--- src/rtl/yarp_mem_arbiter.sv ---
// yarp_mem_arbiter: shares one single-ported memory bus between YARP
// instruction fetch and data load/store. Data wins by default, but a waiting
// fetch is forced through after STARVE_LIMIT consecutive data grants. Only one
// transaction is outstanding at a time. Misaligned or illegal data accesses
// are answered locally with an error response and never reach memory.
module yarp_mem_arbiter #(
    parameter int STARVE_LIMIT = 4,
    parameter int ADDR_W       = 32,
    parameter int DATA_W       = 32
) (
    input  logic              clk,
    input  logic              reset_n,
    input  logic              imem_req_i,
    input  logic [ADDR_W-1:0] imem_addr_i,
    output logic              imem_gnt_o,
    output logic              imem_rvalid_o,
    output logic [DATA_W-1:0] imem_rdata_o,
    input  logic              dmem_req_i,
    input  logic [ADDR_W-1:0] dmem_addr_i,
    input  logic              dmem_wr_i,
    input  logic [1:0]        dmem_byte_i,
    input  logic [DATA_W-1:0] dmem_wdata_i,
    output logic              dmem_gnt_o,
    output logic              dmem_rvalid_o,
    output logic [DATA_W-1:0] dmem_rdata_o,
    output logic              dmem_err_o,
    output logic              mem_req_o,
    output logic [ADDR_W-1:0] mem_addr_o,
    output logic              mem_wr_o,
    output logic [1:0]        mem_byte_o,
    output logic [DATA_W-1:0] mem_wdata_o,
    input  logic              mem_gnt_i,
    input  logic              mem_rvalid_i,
    input  logic [DATA_W-1:0] mem_rdata_i
);

    localparam int              CNT_W      = $clog2(STARVE_LIMIT + 1);
    localparam logic [CNT_W-1:0] STARVE_MAX = CNT_W'(STARVE_LIMIT);
    localparam logic [CNT_W-1:0] CNT_ONE    = CNT_W'(1);

    typedef enum logic [1:0] {
        ST_IDLE  = 2'd0,
        ST_ISSUE = 2'd1,
        ST_WAIT  = 2'd2,
        ST_ERR   = 2'd3
    } state_t;

    typedef enum logic [1:0] {
        OWN_NONE = 2'd0,
        OWN_IMEM = 2'd1,
        OWN_DMEM = 2'd2
    } owner_t;

    // Size/alignment legality: Byte always legal, Half needs addr[0]=0,
    // Word needs addr[1:0]=0, size code 10 is illegal.
    function automatic logic access_bad(input logic [1:0] size, input logic [1:0] addr_lo);
        logic bad;
        case (size)
            2'b00:   bad = 1'b0;
            2'b01:   bad = addr_lo[0];
            2'b11:   bad = (addr_lo != 2'b00);
            default: bad = 1'b1;
        endcase
        return bad;
    endfunction

    state_t            state_r;
    state_t            state_next_s;
    owner_t            owner_r;
    logic [CNT_W-1:0]  starve_cnt_r;
    logic              mem_req_r;
    logic [ADDR_W-1:0] mem_addr_r;
    logic              mem_wr_r;
    logic [1:0]        mem_byte_r;
    logic [DATA_W-1:0] mem_wdata_r;

    logic              fetch_win_s;
    logic              data_win_s;
    logic              data_bad_s;
    logic              imem_gnt_s;
    logic              imem_rvalid_s;
    logic [DATA_W-1:0] imem_rdata_s;
    logic              dmem_gnt_s;
    logic              dmem_rvalid_s;
    logic [DATA_W-1:0] dmem_rdata_s;
    logic              dmem_err_s;

    assign fetch_win_s = imem_req_i & (~dmem_req_i | (starve_cnt_r == STARVE_MAX));
    assign data_win_s  = dmem_req_i & ~fetch_win_s;
    assign data_bad_s  = access_bad(dmem_byte_i, dmem_addr_i[1:0]);

    // State register; async reset abandons any in-flight transaction.
    always_ff @(posedge clk or negedge reset_n) begin
        if (!reset_n) begin
            state_r <= ST_IDLE;
        end else begin
            state_r <= state_next_s;
        end
    end

    // Next-state logic: arbitrate in IDLE, then issue, wait for the response.
    always_comb begin
        state_next_s = state_r;
        case (state_r)
            ST_IDLE: begin
                if (fetch_win_s) begin
                    state_next_s = ST_ISSUE;
                end else if (data_win_s) begin
                    state_next_s = data_bad_s ? ST_ERR : ST_ISSUE;
                end else begin
                    state_next_s = ST_IDLE;
                end
            end
            ST_ISSUE: state_next_s = mem_gnt_i ? ST_WAIT : ST_ISSUE;
            ST_WAIT:  state_next_s = mem_rvalid_i ? ST_IDLE : ST_WAIT;
            ST_ERR:   state_next_s = ST_IDLE;
            default:  state_next_s = ST_IDLE;
        endcase
    end

    // Output decode: route gnt/rvalid/rdata only to the current owner.
    always_comb begin
        imem_gnt_s    = 1'b0;
        imem_rvalid_s = 1'b0;
        imem_rdata_s  = {DATA_W{1'b0}};
        dmem_gnt_s    = 1'b0;
        dmem_rvalid_s = 1'b0;
        dmem_rdata_s  = {DATA_W{1'b0}};
        dmem_err_s    = 1'b0;
        case (state_r)
            ST_ISSUE: begin
                if (owner_r == OWN_IMEM) begin
                    imem_gnt_s = mem_gnt_i;
                end else if (owner_r == OWN_DMEM) begin
                    dmem_gnt_s = mem_gnt_i;
                end else begin
                    imem_gnt_s = 1'b0;
                end
            end
            ST_WAIT: begin
                if (owner_r == OWN_IMEM) begin
                    imem_rvalid_s = mem_rvalid_i;
                    imem_rdata_s  = mem_rvalid_i ? mem_rdata_i : {DATA_W{1'b0}};
                end else if (owner_r == OWN_DMEM) begin
                    dmem_rvalid_s = mem_rvalid_i;
                    dmem_rdata_s  = mem_rvalid_i ? mem_rdata_i : {DATA_W{1'b0}};
                end else begin
                    imem_rvalid_s = 1'b0;
                end
            end
            ST_ERR: begin
                dmem_gnt_s    = 1'b1;
                dmem_rvalid_s = 1'b1;
                dmem_err_s    = 1'b1;
            end
            default: begin
                imem_gnt_s = 1'b0;
            end
        endcase
    end

    // Owner tracking: recorded when the winner is chosen in IDLE.
    always_ff @(posedge clk or negedge reset_n) begin
        if (!reset_n) begin
            owner_r <= OWN_NONE;
        end else if (state_r == ST_IDLE) begin
            if (fetch_win_s) begin
                owner_r <= OWN_IMEM;
            end else if (data_win_s) begin
                owner_r <= OWN_DMEM;
            end else begin
                owner_r <= OWN_NONE;
            end
        end else begin
            owner_r <= owner_r;
        end
    end

    // Memory request and payload registers; payload is frozen until the next win.
    always_ff @(posedge clk or negedge reset_n) begin
        if (!reset_n) begin
            mem_req_r   <= 1'b0;
            mem_addr_r  <= {ADDR_W{1'b0}};
            mem_wr_r    <= 1'b0;
            mem_byte_r  <= 2'b00;
            mem_wdata_r <= {DATA_W{1'b0}};
        end else begin
            mem_req_r <= (state_next_s == ST_ISSUE);
            if ((state_r == ST_IDLE) && fetch_win_s) begin
                mem_addr_r  <= imem_addr_i;
                mem_wr_r    <= 1'b0;
                mem_byte_r  <= 2'b11;
                mem_wdata_r <= {DATA_W{1'b0}};
            end else if ((state_r == ST_IDLE) && data_win_s && !data_bad_s) begin
                mem_addr_r  <= dmem_addr_i;
                mem_wr_r    <= dmem_wr_i;
                mem_byte_r  <= dmem_byte_i;
                mem_wdata_r <= dmem_wdata_i;
            end else begin
                mem_addr_r  <= mem_addr_r;
                mem_wr_r    <= mem_wr_r;
                mem_byte_r  <= mem_byte_r;
                mem_wdata_r <= mem_wdata_r;
            end
        end
    end

    // Starvation counter: counts data grants while a fetch waits, saturating.
    always_ff @(posedge clk or negedge reset_n) begin
        if (!reset_n) begin
            starve_cnt_r <= {CNT_W{1'b0}};
        end else if (((state_r == ST_IDLE) && !imem_req_i) || imem_gnt_s) begin
            starve_cnt_r <= {CNT_W{1'b0}};
        end else if (dmem_gnt_s && imem_req_i && (starve_cnt_r != STARVE_MAX)) begin
            starve_cnt_r <= starve_cnt_r + CNT_ONE;
        end else begin
            starve_cnt_r <= starve_cnt_r;
        end
    end

    assign imem_gnt_o    = imem_gnt_s;
    assign imem_rvalid_o = imem_rvalid_s;
    assign imem_rdata_o  = imem_rdata_s;
    assign dmem_gnt_o    = dmem_gnt_s;
    assign dmem_rvalid_o = dmem_rvalid_s;
    assign dmem_rdata_o  = dmem_rdata_s;
    assign dmem_err_o    = dmem_err_s;
    assign mem_req_o     = mem_req_r;
    assign mem_addr_o    = mem_addr_r;
    assign mem_wr_o      = mem_wr_r;
    assign mem_byte_o    = mem_byte_r;
    assign mem_wdata_o   = mem_wdata_r;

endmodule
--- config.mk ---
export PLATFORM = sky130hd
export DESIGN_NAME = yarp_mem_arbiter
export DESIGN_NICKNAME = d
export VERILOG_FILES = /design/src/rtl/yarp_mem_arbiter.sv
export SDC_FILE = /design/constraint.sdc
export NUM_CORES = 1
export LEC_CHECK = 0
export CAP_MARGIN = 20
export CORE_AREA = 2 2 107 109
export DETAILED_ROUTE_END_ITERATION = 6
export DIE_AREA = 0 0 109 111
export MAX_ROUTING_LAYER = met4
export PLACE_DENSITY = 0.81
export SYNTH_ARGS = -nofsm -noshare
export SYNTH_HDL_FRONTEND = slang
export SYNTH_SLANG_ARGS = --single-unit
--- constraint.sdc ---
create_clock -name clk -period 2.17 [get_ports clk]
set_clock_uncertainty 0.2 [all_clocks]
set_input_delay 0.434 -clock clk [delete_from_list [all_inputs] [get_ports clk]]
set_output_delay 0.434 -clock clk [all_outputs]
set_load 0.05 [all_outputs]
### Word-level counts from Yosys, hierarchy flattened

Index checks and enable logic that the tools add are counted.

* flip-flop bits (word level): 75
* input bits: 137
* output and inout port bits: 137
* logic and storage cells: 74

* add/subtract/negate cells: 1
* equal/unequal tests: 10
* multiplexer cells: 36
* bitwise logic cells: 5
* reduce and logical (&&, ||, !) cells: 14

Operator list (number)
* 32-bit two-way mux: 10
* 2-bit two-way mux: 9
* 1-bit two-way mux: 11
* 2-bit by 1-bit == test with 1-bit output (second input constant): 4
* 2-bit == test (second input constant): 4
* 2-bit case mux with 4 select lines: 1
* 1-bit logical AND: 6
* 3-bit two-way mux: 2
* 2-bit nonzero test: 3
* 2-bit logical NOT: 2
* 1-bit case mux with 2 select lines: 2
* 3-bit by 1-bit adder with 3-bit output (second input constant): 1
* 3-bit == test (second input constant): 1
* 3-bit != test (second input constant): 1
* 1-bit case mux with 3 select lines: 1
* 1-bit bitwise AND: 2
* 1-bit logical NOT: 2
* 1-bit NOT: 2
* 1-bit logical OR: 1
* 1-bit OR: 1

### Logic depth before layout (Yosys ltp)

Gate-level depths: netlist of run 1.

* depth after elaboration: 9
* depth in mapped cells: 8
* mapped depth without buffers: 6

### Worst setup path before layout of run 1

OpenSTA, ideal clock, no wires.

* path kind: reg-to-output
* from: register state_r[0]
* to: output port imem_rdata_o[16]
* arrival time: 2.042 ns
* required time: 1.536 ns
* path slack: -0.506 ns
* cell stages (with the launch flop): 5
* path buffers: 1
* cells stage by stage: dfrtp_1 nand3b_1 nor3_1 clkbuf_1 and2_1

* cells in the longest elaborated chain, start to end: 2

Ends and longest elaborated chain
* from (decl): RTL line 67 `state_t state_r;`
* from (signal assigned): RTL line 97 `state_r <= state_next_s;`
* 2-bit == test: RTL line 130 `case (state_r)`
* 32-bit two-way mux: RTL line 130
* to (decl): RTL line 17 `output logic [DATA_W-1:0] imem_rdata_o,`

No other way between the ends.

### Final worst setup path of run 1

* from: register state_r[0]
* to: output port imem_rdata_o[0]

The elaborated chain is that of the path after synthesis.

==> out/qor.txt, run 1 <==
CP Launch Type - flop
Rows - 39
Cell Int Power - 0.00553 W
Warnings, synthesis - 0
status - complete, but fails checks
Peak VDD IR - 950 uV
Arr. time, crit path - 1.84 ns
fin. max-slew vios - 0
Comb power frac - 59.0%
Post-Synth Simple-Gate Area - 35.8%
post-route insts no fill - 891
RSZ-0062 raised after global routing - true
area post-placement - 0.00757 mm2
fin crit period - 2.48 ns
Async SR Flop Fraction - 100%
Seq/Total Area, Yosys - 49.7%
I/O pin cnt - 274
count leader, synth - nand2_1
Mapped Cells - 455
area leader, netlist - dfrtp_1
area share of the largest cell type after synthesis - 49.7%
pin slew with the least headroom to its limit - 0.613 ns
CTS Buffer Depth - 2
failing checks - setup timing
Routed WL - 15100 um
Setup WS post-layout - -0.308 ns
final setup fails - 65
first-pass GRT wire length - 22900 um
Required @ worst endpoint - 1.54 ns
Post-Syn Area - 0.00377 mm2
Fill cells - 732
Syn Area/Cell - 8.30 um2
nets@finish - 879
Fmax achieved - 0.403 GHz
DRC - 0
CTS tree - done
Die Y - 111 um
Die Span X - 109 um
dpl ws - -0.304 ns
Final Hold Viols - 0
Yosys cell types - 33
Main synth FF type - dfrtp_1
CTS buffer count - 9
die area - 0.0121 mm2
cells along the critical path - nand3b_1 -> buf_4 -> nor3_4 -> buf_4 -> buf_6 -> and2_4 -> buf_12
Setup Crit Path Kind - reg2out
PD cells - 1270 mW/mm2
EDFF count, synth - 0
total grt overflow - 0
Min-Delay Path Class - reg2reg
Net Sw Frac - 46.9%
MaxCap Viol Count - 0
placed cell count - 862
Compound-Gate Fraction of Synth Area - 8.92%
global placement routability congestion - 0.901
Slowest-stage cell, CP - dfrtp_1
Pwr Total - 0.0104 W
Synthesized Nets - 594
Buffers on Ports - 273
Post-synth top cells - 133 x nand2_1, 75 x dfrtp_1, 65 x and2_1
highest cell delay on the worst timing path - 0.37 ns
antenna-violating nets left - 0
Clock Power Share - 17.0%
period utilization - 114%
Final Cell Area - 0.00823 mm2
layout cells sized above 1 - 27.0%
CTS H-tree lvls - 3
xor/xnor cell area share of the yosys netlist - 0%
DP HPWL - 11100 um
worst-skew pair later-pin latency - 0.33 ns
vias in the first global route - 4463
mux cell area share after synthesis - 0%
vias - 4371
clk sinks - 75
crit-path most repeated cell - buf_4
DRT Pass-1 Iters - 5
number of synthesized register bits - 75
CP Capture Type - output pin
Seq pwr share - 24.0%
Worst Hold Slack - 0.292 ns
root buf cell - clkbuf_16
clk slew on worst S/H paths - 0.06 ns
Initial Utilization - 34.1%
WL/cell - 16.9 um
critical path peak fanout - 4
adder-cell share of the synthesized area - 0.663%
initial antenna violation count - 3
largest family of logic cells by synthesized area - simple AND/OR/NAND/NOR gates
top cells by area, synth - dfrtp_1 50%, nand2_1 13%, and2_1 11%, a31oi_1 5.5%, nand3_1 4.9%
leakage power - 3.80 nW
1st-iter DRT viols - 247
Worst slew margin - 59.1%
area growth from synthesis to layout - 118%
Core Region - 0.0111 mm2
pin count of the biggest net entering global routing - 48
Via-to-Cell Ratio - 4.91
All-Layer GR Usage - 24.9%
P_sw - 0.00488 W
## metrics by stage
| stage | TNS [ns] | utilization [%] |
|---|---|---|
| global route | -23.08 | 74.3 |
| finish | -17.61 | 74.3 |
| detailed placement | -19.33 | 68.3 |
| global placement | -16.75 | 68.3 |
| CTS | -13.71 | 72.9 |
| floorplan | -0.00309 | - |
## cells in the final DEF (no fill, tap or decap), types with 2 or more instances in the layout
cell             instances
nor2b_1                  2
o21ai_0                  5
dlygate4sd2_1            3
diode_2                  3
dfrtp_1                 75
clkbuf_8                 3
buf_6                    7
buf_12                  77
nor2_1                  36
nand2_1                133
a21oi_1                  2
and2_4                  63
clkdlybuf4s50_1        180
nand3_1                 36
ha_1                     2
dlymetal6s2s_1          11
buf_4                   26
clkbuf_16                9
nor3b_1                  2
inv_1                    7
nand3b_1                 2
buf_16                   2
and3b_1                  2
nor3b_4                  2
a31oi_1                 33
bufinv_16                3
## critical path, delay by kind of cell (launching register included)
family / cells / cell delay, ns
simple gates: 3 / 0.57
flops: 1 / 0.37
buf+inv: 4 / 0.57
## registers in the layout (all words and copies together), names as in the netlist
signal and cells:
starve_cnt_r 3, mem_byte_o 2, mem_wr_o 1, mem_req_o 1
mem_addr_o 32, mem_wdata_o 32, owner_r 2, state_r 2
## what timing repair did
item / in CTS / in global routing
hold endpoints to repair: 45 / 0
gates cloned: 2 / 2
resized for setup: 40 / 52
buffers inserted: 3 / 2
hold buffers: 1 / 0
pin swaps: 10 / 13
setup endpoints to repair: 67 / 76
## area by class of cell
| class | instances | area, um2 | share of cell area (%) |
|---|---|---|---|
| repair buffers | 307 | 3850 | 46.7 |
| multi-input cells | 340 | 1930 | 23.5 |
| flip-flops and latches | 75 | 1880 | 22.8 |
| clock buffers | 12 | 267 | 3.24 |
| well taps | 143 | 179 | 2.17 |
| clock inverters | 4 | 95.1 | 1.16 |
| inverters | 7 | 26.3 | 0.319 |
| diodes | 3 | 7.51 | 0.0912 |
## worst paths after layout
kind / start / endpoint / slack [ns] / cells after the start
min in group asynchronous: reset_n / owner_r[1]$_DFFE_PN0N_ / 0.46 / 2
setup / recovery: state_r[0]$_DFF_PN0_ / imem_rdata_o[0] / -0.31 / 7
max in group asynchronous: reset_n / mem_wdata_o[8]$_DFFE_PN0P_ / 0.73 / 3
hold / removal: mem_wdata_o[3]$_DFFE_PN0P_ / mem_wdata_o[3]$_DFFE_PN0P_ / 0.29 / 2
hold reg to reg: mem_wdata_o[3]$_DFFE_PN0P_ / mem_wdata_o[3]$_DFFE_PN0P_ / 0.29 / 2
setup reg to reg: state_r[0]$_DFF_PN0_ / mem_addr_o[12]$_DFFE_PN0P_ / 0.21 / 6
## layer usage
layer / routed length, um / part of all wire [%] / track usage, %
met1: 5520 / 37 / 26.4
met2: 8010 / 53 / 43.8
met3: 1080 / 7.1 / 5.94
met4: 472 / 3.1 / 10.2
met5: 0 / 0 / -
## cells by family after synthesis
logic type | after synthesis
buf+inv | 40
compound gates | 51
flops | 75
simple gates | 287
fa+ha+maj | 2
## power by group through the flow
stage | Sequential (W) | Clock, W | Combinational, W
after detailed placement | 0.00250 | 0 | 0.00606
after CTS | 0.00249 | 0.00181 | 0.00614
after global placement | 0.00245 | 0 | 0.00596
after global routing | 0.00257 | 0.00187 | 0.00641
final | 0.00250 | 0.00177 | 0.00614
after floorplan | 0.00470 | 0 | 0.00141
(Power assumes the default switching activity.)
==> inputs of run 2 (changes only) <==
CORE_AREA = 2 2 82 143   (was 2 2 107 109)
CTS_BUF_LIST = sky130_fd_sc_hd__clkbuf_8 sky130_fd_sc_hd__clkbuf_16   (was unset)
DIE_AREA = 0 0 84 145   (was 0 0 109 111)
PLACE_DENSITY = 0.8   (was 0.81)
==> run 2 against run 1 <==
The flow still finishes with violations (setup timing); register-to-register slack worse by 0.11 ns; wire length is 9.6% higher; fmax decreased by 0.83%; critical path depth is 1 lower; clock power fell by 15%; critical path type unchanged; global-route usage up 2.4 points; largest cell class unchanged.
==> out/qor.txt, run 2 (same netlist as run 1, synthesis figures left out) <==
first-pass GRT wire length - 25200 um
initial antenna violation count - 15
CTS H-tree lvls - 3
layout cells sized above 1 - 27.3%
Final Hold Viols - 0
Arr. time, crit path - 1.87 ns
antenna-violating nets left - 0
DRT Pass-1 Iters - 4
FF-to-FF Start - state_r[0]$_DFF_PN0_
final core utilization - 74.4%
CP Capture Type - output pin
top sig layer - met4
Required @ worst endpoint - 1.54 ns
global placement routability congestion - 0.859
die area - 0.0122 mm2
RSZ-0062 raised after global routing - true
fin. max-slew vios - 0
Setup Crit Path Kind - reg2out
1st-iter DRT viols - 229
FF+latch area - 0.00188 mm2
status - complete, but fails checks
Hold Path End - mem_wdata_o[23]$_DFFE_PN0P_
MaxCap Viol Count - 0
r2r worst-path depth - 7
PD cells - 1250 mW/mm2
CP Launch Type - flop
Setup WS post-layout - -0.329 ns
CTS buffer count - 9
clk sinks - 75
Min-Delay Path Class - reg2reg
CTS Buffer Depth - 2
most common library cell in the layout ignoring fill and taps - clkdlybuf4s50_1
Fill cells - 728
hold wc startpoint - mem_wdata_o[23]$_DFFE_PN0P_
period utilization - 115%
Peak VDD IR - 1080 uV
vias in the first global route - 4742
clk slew on worst S/H paths - 0.06 ns
area growth from synthesis to layout - 117%
WL/cell - 18.5 um
Worst Hold Slack - 0.287 ns
pin slew with the least headroom to its limit - 0.551 ns
total grt overflow - 0
DP HPWL - 12500 um
area taken by multi-input logic gates - 0.00192 mm2
fin crit period - 2.50 ns
Rows - 51
worst-skew pair later-pin latency - 0.33 ns
commonest non-fill, non-tap cells in the layout - 182 x clkdlybuf4s50_1, 133 x nand2_1, 82 x buf_12, 75 x dfrtp_1, 55 x and2_4
Die Y - 145 um
CTS tree - done
vias - 4519
Worst Hold Depth - 2
Fmax achieved - 0.400 GHz
metal1 wirelength - 5540 um
RR Endpoint - mem_addr_o[10]$_DFFE_PN0P_
Die Span X - 84 um
Buffers on Ports - 273
met2 WL - 8390 um
I/O pin cnt - 274
Initial Utilization - 34.2%
All-Layer GR Usage - 27.3%
root buf cell - clkbuf_16
metal3 WL - 2120 um
Via-to-Cell Ratio - 5.05
nets@finish - 882
Worst slew margin - 63.2%
failing checks - setup timing
Routed WL - 16500 um
Core Region - 0.0110 mm2
pin count of the biggest net entering global routing - 47
DRC - 0
FF-to-FF setup slack - 0.10 ns
critical path peak fanout - 8
leakage power - 3.73 nW
final setup fails - 65
[run 2: area by class of cell]
type | instances | area share [%]
tap | 132 | 2.01
timing repair buffer | 310 | 47.3
inverter | 7 | 0.320
clock inverter | 4 | 0.610
multi-input combinational | 340 | 23.4
clock buffer | 11 | 3.08
sequential | 75 | 22.9
antenna | 15 | 0.457
[run 2: worst max-delay path by stage]
stage                              start                to  slack, ns  depth (start not counted)
floorplan           state_r[0]$_DFF_PN0_  imem_rdata_o[16]     -0.003                          4
global placement            mem_rvalid_i  dmem_rdata_o[31]      -0.31                          6
detailed placement          mem_rvalid_i   dmem_rdata_o[0]      -0.32                          6
CTS                 state_r[0]$_DFF_PN0_  dmem_rdata_o[23]      -0.27                          7
global route        state_r[0]$_DFF_PN0_   imem_rdata_o[1]      -0.37                          6
finish              state_r[0]$_DFF_PN0_  dmem_rdata_o[19]      -0.33                          6
[run 2: report_power, final]
group | switching [W] | internal [W]
registers | 0.000416 | 0.00209
logic | 0.00396 | 0.00227
clock network | 0.000562 | 0.000944
[run 2: stage by stage]
step	setup TNS, ns	power [W]	instances	setup slack, ns	cell area [um2]
after floorplan	-0.00309	0.00612	455	-0.00309	3840
after global placement	-18.63	0.00846	856	-0.306	7630
after detailed placement	-22.23	0.00861	856	-0.321	7630
after CTS	-14.01	0.0103	879	-0.268	8160
after global routing	-22.03	0.0107	894	-0.372	8210
final	-19.06	0.0102	894	-0.329	8210
[run 2: repair_timing]
action,4_1_cts,5_1_grt
cloned,2,1
gates resized for setup,56,15
hold endpoints to repair,29,0
endpoints found under the setup margin,65,72
pin swaps,16,9
hold buffers,1,0
setup buffers,5,1
[run 2: worst max-delay path, stage by stage (launching register included)]
cell and delay (ns):
dfrtp_1 0.39, nand3b_1 0.26, nor3b_4 0.28, buf_6 0.16, clkbuf_16 0.15, and2_4 0.16
buf_12 0.13
[run 2: metal layers]
metal,GRT usage [%],up-vias
met2,46.4,278
met3,13.4,33
met1,26.6,2111
met5,-,-
met4,10.0,0
li1,-,2097
